==> config.mk <==
export PLATFORM = sky130hd
export DESIGN_NAME = jt12_i2s_tx
export DESIGN_NICKNAME = d
export VERILOG_FILES = /design/src/rtl/jt12_i2s_tx.sv
export SDC_FILE = /design/constraint.sdc
export NUM_CORES = 1
export LEC_CHECK = 0
export BUFFER_PORTS_ARGS = -buffer_cell sky130_fd_sc_hd__buf_4
export CORE_UTILIZATION = 30
export CTS_BUF_LIST = sky130_fd_sc_hd__clkbuf_16
export DETAILED_ROUTE_END_ITERATION = 8
export MAX_ROUTING_LAYER = met4
export SETUP_SLACK_MARGIN = 0.2
export SLEW_MARGIN = 10
export SYNTH_ARGS = -nofsm -noshare
export SYNTH_HDL_FRONTEND = slang
export SYNTH_SLANG_ARGS = --single-unit
==> constraint.sdc <==
create_clock -name clk -period 4 [get_ports clk]
set_input_delay 0.2 -clock clk [delete_from_list [all_inputs] [get_ports clk]]
set_output_delay 0.2 -clock clk [all_outputs]
set_load 0.005 [all_outputs]
==> src/rtl/jt12_i2s_tx.sv <==
// I2S transmitter for the JT12 FM accumulator outputs: 2-entry sample FIFO, gain + saturation,
// 32-bit frames. Define JT12_I2S_LJ_EN for left-justified alignment instead of I2S.
module jt12_i2s_tx #(
  parameter int unsigned CLKDIV = 4,
  parameter int unsigned GAIN   = 2
) (
  input  logic        clk,
  input  logic        rst,
  input  logic        sample_stb,
  input  logic [13:0] left,
  input  logic [13:0] right,
  output logic        bclk,
  output logic        lrck,
  output logic        sdata,
  output logic        overrun,
  output logic        underrun
);

  localparam logic [7:0] LP_DIV_LAST = 8'(CLKDIV - 1);
  localparam logic signed [16:0] LP_SAT_MAX = 17'sd32767;
  localparam logic signed [16:0] LP_SAT_MIN = -17'sd32768;

  logic [7:0]  r_div;
  logic        r_bclk;
  logic        r_lrck;
  logic        r_sdata;
  logic        r_ovr;
  logic        r_und;
  logic [4:0]  r_bitcnt;
  logic [31:0] r_frame;
  logic [27:0] r_mem [2];
  logic        r_wr_ptr;
  logic        r_rd_ptr;
  logic [1:0]  r_cnt;

  logic        w_wrap;
  logic        w_shift;
  logic [4:0]  w_bitcnt_nxt;
  logic        w_pop_evt;
  logic        w_empty;
  logic        w_full;
  logic        w_pop;
  logic        w_push;
  logic [27:0] w_head;
  logic [31:0] w_frame_nxt;
  logic [4:0]  w_idx;
  logic        w_sdata_nxt;

  function automatic logic [15:0] f_scale(input logic [13:0] s);
    logic signed [16:0] v;
    v = $signed({{3{s[13]}}, s}) <<< GAIN;
    if (v > LP_SAT_MAX) begin
      return 16'h7FFF;
    end else if (v < LP_SAT_MIN) begin
      return 16'h8000;
    end else begin
      return v[15:0];
    end
  endfunction

  assign w_wrap       = (r_div == LP_DIV_LAST);
  assign w_shift      = w_wrap & r_bclk;
  assign w_bitcnt_nxt = r_bitcnt + 5'd1;
  assign w_pop_evt    = w_shift & (r_bitcnt == 5'd31);
  assign w_empty      = (r_cnt == 2'd0);
  assign w_full       = (r_cnt == 2'd2);
  assign w_pop        = w_pop_evt & ~w_empty;
  // A pop in the same cycle frees the slot the write lands in.
  assign w_push       = sample_stb & (~w_full | w_pop);
  assign w_head       = r_mem[r_rd_ptr];
  assign w_frame_nxt  = w_pop ? {f_scale(w_head[27:14]), f_scale(w_head[13:0])} : r_frame;

`ifdef JT12_I2S_LJ_EN
  // Bit 31-k; at k=0 this picks the MSB of the frame being popped.
  assign w_idx       = ~w_bitcnt_nxt;
  assign w_sdata_nxt = w_frame_nxt[w_idx];
`else
  // Bit 32-k; k=0 wraps to bit 0, the previous frame's right LSB, read before the pop lands.
  assign w_idx       = 5'd0 - w_bitcnt_nxt;
  assign w_sdata_nxt = r_frame[w_idx];
`endif

  always_ff @(posedge clk) begin
    if (rst) begin
      r_div    <= 8'd0;
      r_bclk   <= 1'b0;
      r_lrck   <= 1'b0;
      r_sdata  <= 1'b0;
      r_ovr    <= 1'b0;
      r_und    <= 1'b0;
      r_bitcnt <= 5'd0;
      r_frame  <= 32'd0;
      r_wr_ptr <= 1'b0;
      r_rd_ptr <= 1'b0;
      r_cnt    <= 2'd0;
    end else begin
      r_div <= w_wrap ? 8'd0 : r_div + 8'd1;
      if (w_wrap) begin
        r_bclk <= ~r_bclk;
      end
      if (w_shift) begin
        r_bitcnt <= w_bitcnt_nxt;
        r_lrck   <= w_bitcnt_nxt[4];
        r_sdata  <= w_sdata_nxt;
      end
      r_frame <= w_frame_nxt;
      if (w_push) begin
        r_wr_ptr <= ~r_wr_ptr;
      end
      if (w_pop) begin
        r_rd_ptr <= ~r_rd_ptr;
      end
      r_cnt <= r_cnt + {1'b0, w_push} - {1'b0, w_pop};
      r_ovr <= sample_stb & ~w_push;
      r_und <= w_pop_evt & w_empty;
    end
  end

  always_ff @(posedge clk) begin
    if (w_push) begin
      r_mem[r_wr_ptr] <= {left, right};
    end
  end

  assign bclk     = r_bclk;
  assign lrck     = r_lrck;
  assign sdata    = r_sdata;
  assign overrun  = r_ovr;
  assign underrun = r_und;

endmodule

==> results by group <==
Status
  – Status: finished, final reports clean

Global routing
  – Pin count of the biggest net entering global routing: 58
  – First-pass GRT wire length: between 10000 and 15000 um
  – Total global-route track usage: 0.1121
  – GRT overflow: 0
  – Number of global-route vias before repair: around 2500
  – Initial antenna violation count: 0

Timing
  – Final Cycle Share: 0.7409
  – Final clock skew: between 6 and 7 ps
  – Setup violations, final: 0
  – Setup TNS: 0 ps
  – Slew Limit Headroom: 0.5650
  – Fmax: 337.4 MHz
  – Min Hold Slack: 32.82 ps
  – Hold Vio Cnt, Final: 0
  – Pins Over Slew Limit: 0
  – Least-Margin Pin Slew: about 650 ps
  – Unrepaired setup endpoints after global routing: false
  – Final worst slack: roughly 1000 ps
  – Min Clock Period, post-route: a little under 3000 ps

Routing
  – WL per Instance: 13.69 um
  – Post-Route WL: 7283 um
  – DRC: 0
  – Via Count: about 2400
  – TritonRoute pass-1 iters: 4
  – Antenna Violating Nets Remaining: 0
  – DR iter-0 viols: 141
  – Via density: approximately 4.6

Synthesis
  – Post-Syn Instances: ~320
  – Post-synth net total: about 360
  – Syn_area_per_cell: roughly 13 um2
  – Area leader, netlist: edfxtp_1
  – Synthesized flop and latch total: approximately 110
  – Area contributors post-synth: edfxtp_1 (40%), dfxtp_1 (24%), mux2i_1 (7.4%), a211oi_1 (5.0%), nor2_1 (4.4%)
  – Syn Std Cell Area: 4219 um2
  – Synth warn: 0
  – Netlist cell types: 42
  – Synth top area share: 0.3986
  – Seq/Total Area, Yosys: 0.6358

Worst setup path
  – CP startpoint kind: register
  – Slowest cell delay on critical path: ~530 ps
  – CP max-delay cell: o21ai_0
  – CP cell instances: ha_1 > and3_2 > ha_1 > nand4_1 > nand2_1 > o21ai_0 > ha_1 > inv_1 > ha_1 > xor2_1 > xnor2_1 > nor2_1
  – CP Capture Type: register
  – Crit path top cell by count: ha_1
  – CP max FO: 9
  – Crit path max-delay family: adder cells
  – Worst EP arrival: 3180 ps
  – Buffer and inverter count on the worst path: 1
  – CP Class: reg -> reg
  – CP required: 4220 ps

Power and ir drop
  – Pint: between 1.5 and 2 mW
  – Power share of the clock group: 0.385
  – Overall Power: about 2.2 mW
  – Seq pwr share: 0.563
  – NetSw: 489.5 uW
  – Sw Share: 0.2250
  – PwrDens: between 400 and 500 nW/um2
  – Combinational share of power: 0.052
  – Worst VDD drop: about 0.26 mV
  – Leak: between 1.5 and 2 nW

Floorplanning
  – I/O pins: 36
  – Die ar.: 14540 um2
  – Core region area: ~13000 um2
  – Die Width: 120.6 um
  – Starting Density: 0.3136
  – Std-Cell Rows: 42
  – Die Y: 120.6 um

Final layout
  – Synth-to-layout area growth: 17.20%
  – Number of diodes: 0
  – # nets final: around 390
  – Share of post-route cells with drive strength above 1: 0.1910

Min path
  – HP Class: in -> reg

Run
  – Max-cap viol count: 0

Clock network
  – H-Tree Depth: 3
  – CTS tree: built
  – Clock sinks: 106
  – Clk_lat worst skew: around 350 ps
  – Setup repair bufs after CTS: 0
  – Clock Path Buffers: 2
  – CTS buffer count: 9
  – Clock Pin Slew Worst Setup and Hold Paths: 70 ps
  – CTS resizes: 0
  – CTS Hold Bufs: 0
  – Clock Tree Root: clkbuf_16

Placement
  – # port buffers: 35
  – Final RePlAce weighted congestion: between 0.7 and 0.8
  – Place WS: ~1100 ps
  – Detail Placement HPWL: 4688 um
## flip-flops by register name (all words and copies together) (netlist names), named ones only
signal    cells
bclk          1
lrck          1
overrun       1
r_bitcnt      4
r_cnt         2
r_div         8
r_frame      28
r_mem        56
r_rd_ptr      1
r_wr_ptr      1
sdata         1
underrun      1
## per-stage QoR
step,util,cells,cell area (um2)
2_1_floorplan,-,319,4219
3_3_place_gp,0.3465,516,4662
3_5_place_dp,0.3465,516,4662
4_1_cts,0.3676,532,4945
5_1_grt,0.3676,532,4945
6_report,0.3676,532,4945
## final timing paths
check	from	end	slack, ps	cells after the start
hold reg to reg	r_div[0]	r_div[0]	490	1
setup reg to reg	r_bitcnt[1]	r_cnt[1]	1040	12
hold / removal	left[8]	r_mem[1][22]	30	1
setup / recovery	r_bitcnt[1]	r_cnt[1]	1040	12
## metal layers
layer,up-vias,global-route usage,part of all wire
li1,1240,-,-
met1,1162,0.1378,0.47
met2,36,0.1764,0.48
met3,11,0.03066,0.038
met4,0,0.04167,0.015
met5,-,-,0
## power by group through the flow
stage                     Combinational [mW]  Clock (mW)  Sequential, mW
after detailed placement               0.117           0            1.25
after global routing                   0.127       0.906            1.23
after global placement                 0.115           0            1.25
final                                  0.113       0.838            1.22
after CTS                              0.118       0.871            1.23
after floorplan                       0.0607           0            1.25
## kinds of logic (layout without fill, tap and decap cells)
| family | count (synthesis) | in the layout | share of synthesized area |
|---|---|---|---|
| XOR/XNOR | 17 | 17 | 0.03529 |
| adder cells (fa/ha/maj) | 6 | 6 | 0.01779 |
| AO/OA/AOI/OAI | 41 | 41 | 0.07711 |
| buffers and inverters | 22 | 59 | 0.02402 |
| flip-flops | 106 | 106 | 0.6358 |
| AND/OR/NAND/NOR | 89 | 89 | 0.09905 |
| multiplexers | 38 | 38 | 0.1109 |
## cells in the mapped netlist, drive strengths merged
library cell and instances:
nand2b 2, buf 10, edfxtp 56, a311oi 1, o2111ai 1, a22o 2, a21oi 2, mux4 6
and3b 1, o21a 2, nand4bb 1, xor2 10, and3 4, xnor2 7, clkbuf 9, nand3 7
mux2i 31, ha 6, mux2 1, a21boi 1, nand2 8, nor2 49, inv 3, nand3b 1
or3 1, nor4 2, nor2b 2, nand4 2, nor3b 2, a211oi 28, o211ai 1, or2 2
dfxtp 50, a41o 1, o21ai 2, nor3 2, nor4b 1, and2 2
## worst reg2reg max path, cell delays in order (launching register included)
cell and delay [ps]:
dfxtp_1 390, ha_1 310, and3_2 250, ha_1 180, nand4_1 190, nand2_1 100
o21ai_0 530, ha_1 340, inv_1 60, ha_1 150, xor2_1 180, xnor2_1 130
nor2_1 50
## layout by cell type, fill, tap and decap left out, drive strengths merged, types with 6 or more instances in the layout
cell	n
inv	9
buf	40
a211oi	28
dfxtp	50
edfxtp	56
xor2	10
nand2	8
mux2i	31
nor2	49
ha	6
clkbuf	9
xnor2	7
nand3	7
mux4	6
## area by class of cell
class                      instances  area (um2)
tap                              176       220.2
multi-input combinational        191        1448
sequential                       106        2683
inverter                           3       11.26
clock buffer                       9       225.2
clock inverter                     7       57.56
fill                            1358        8508
timing repair buffer              40       300.3
Note: power is estimated with default switching activity, not from simulation.
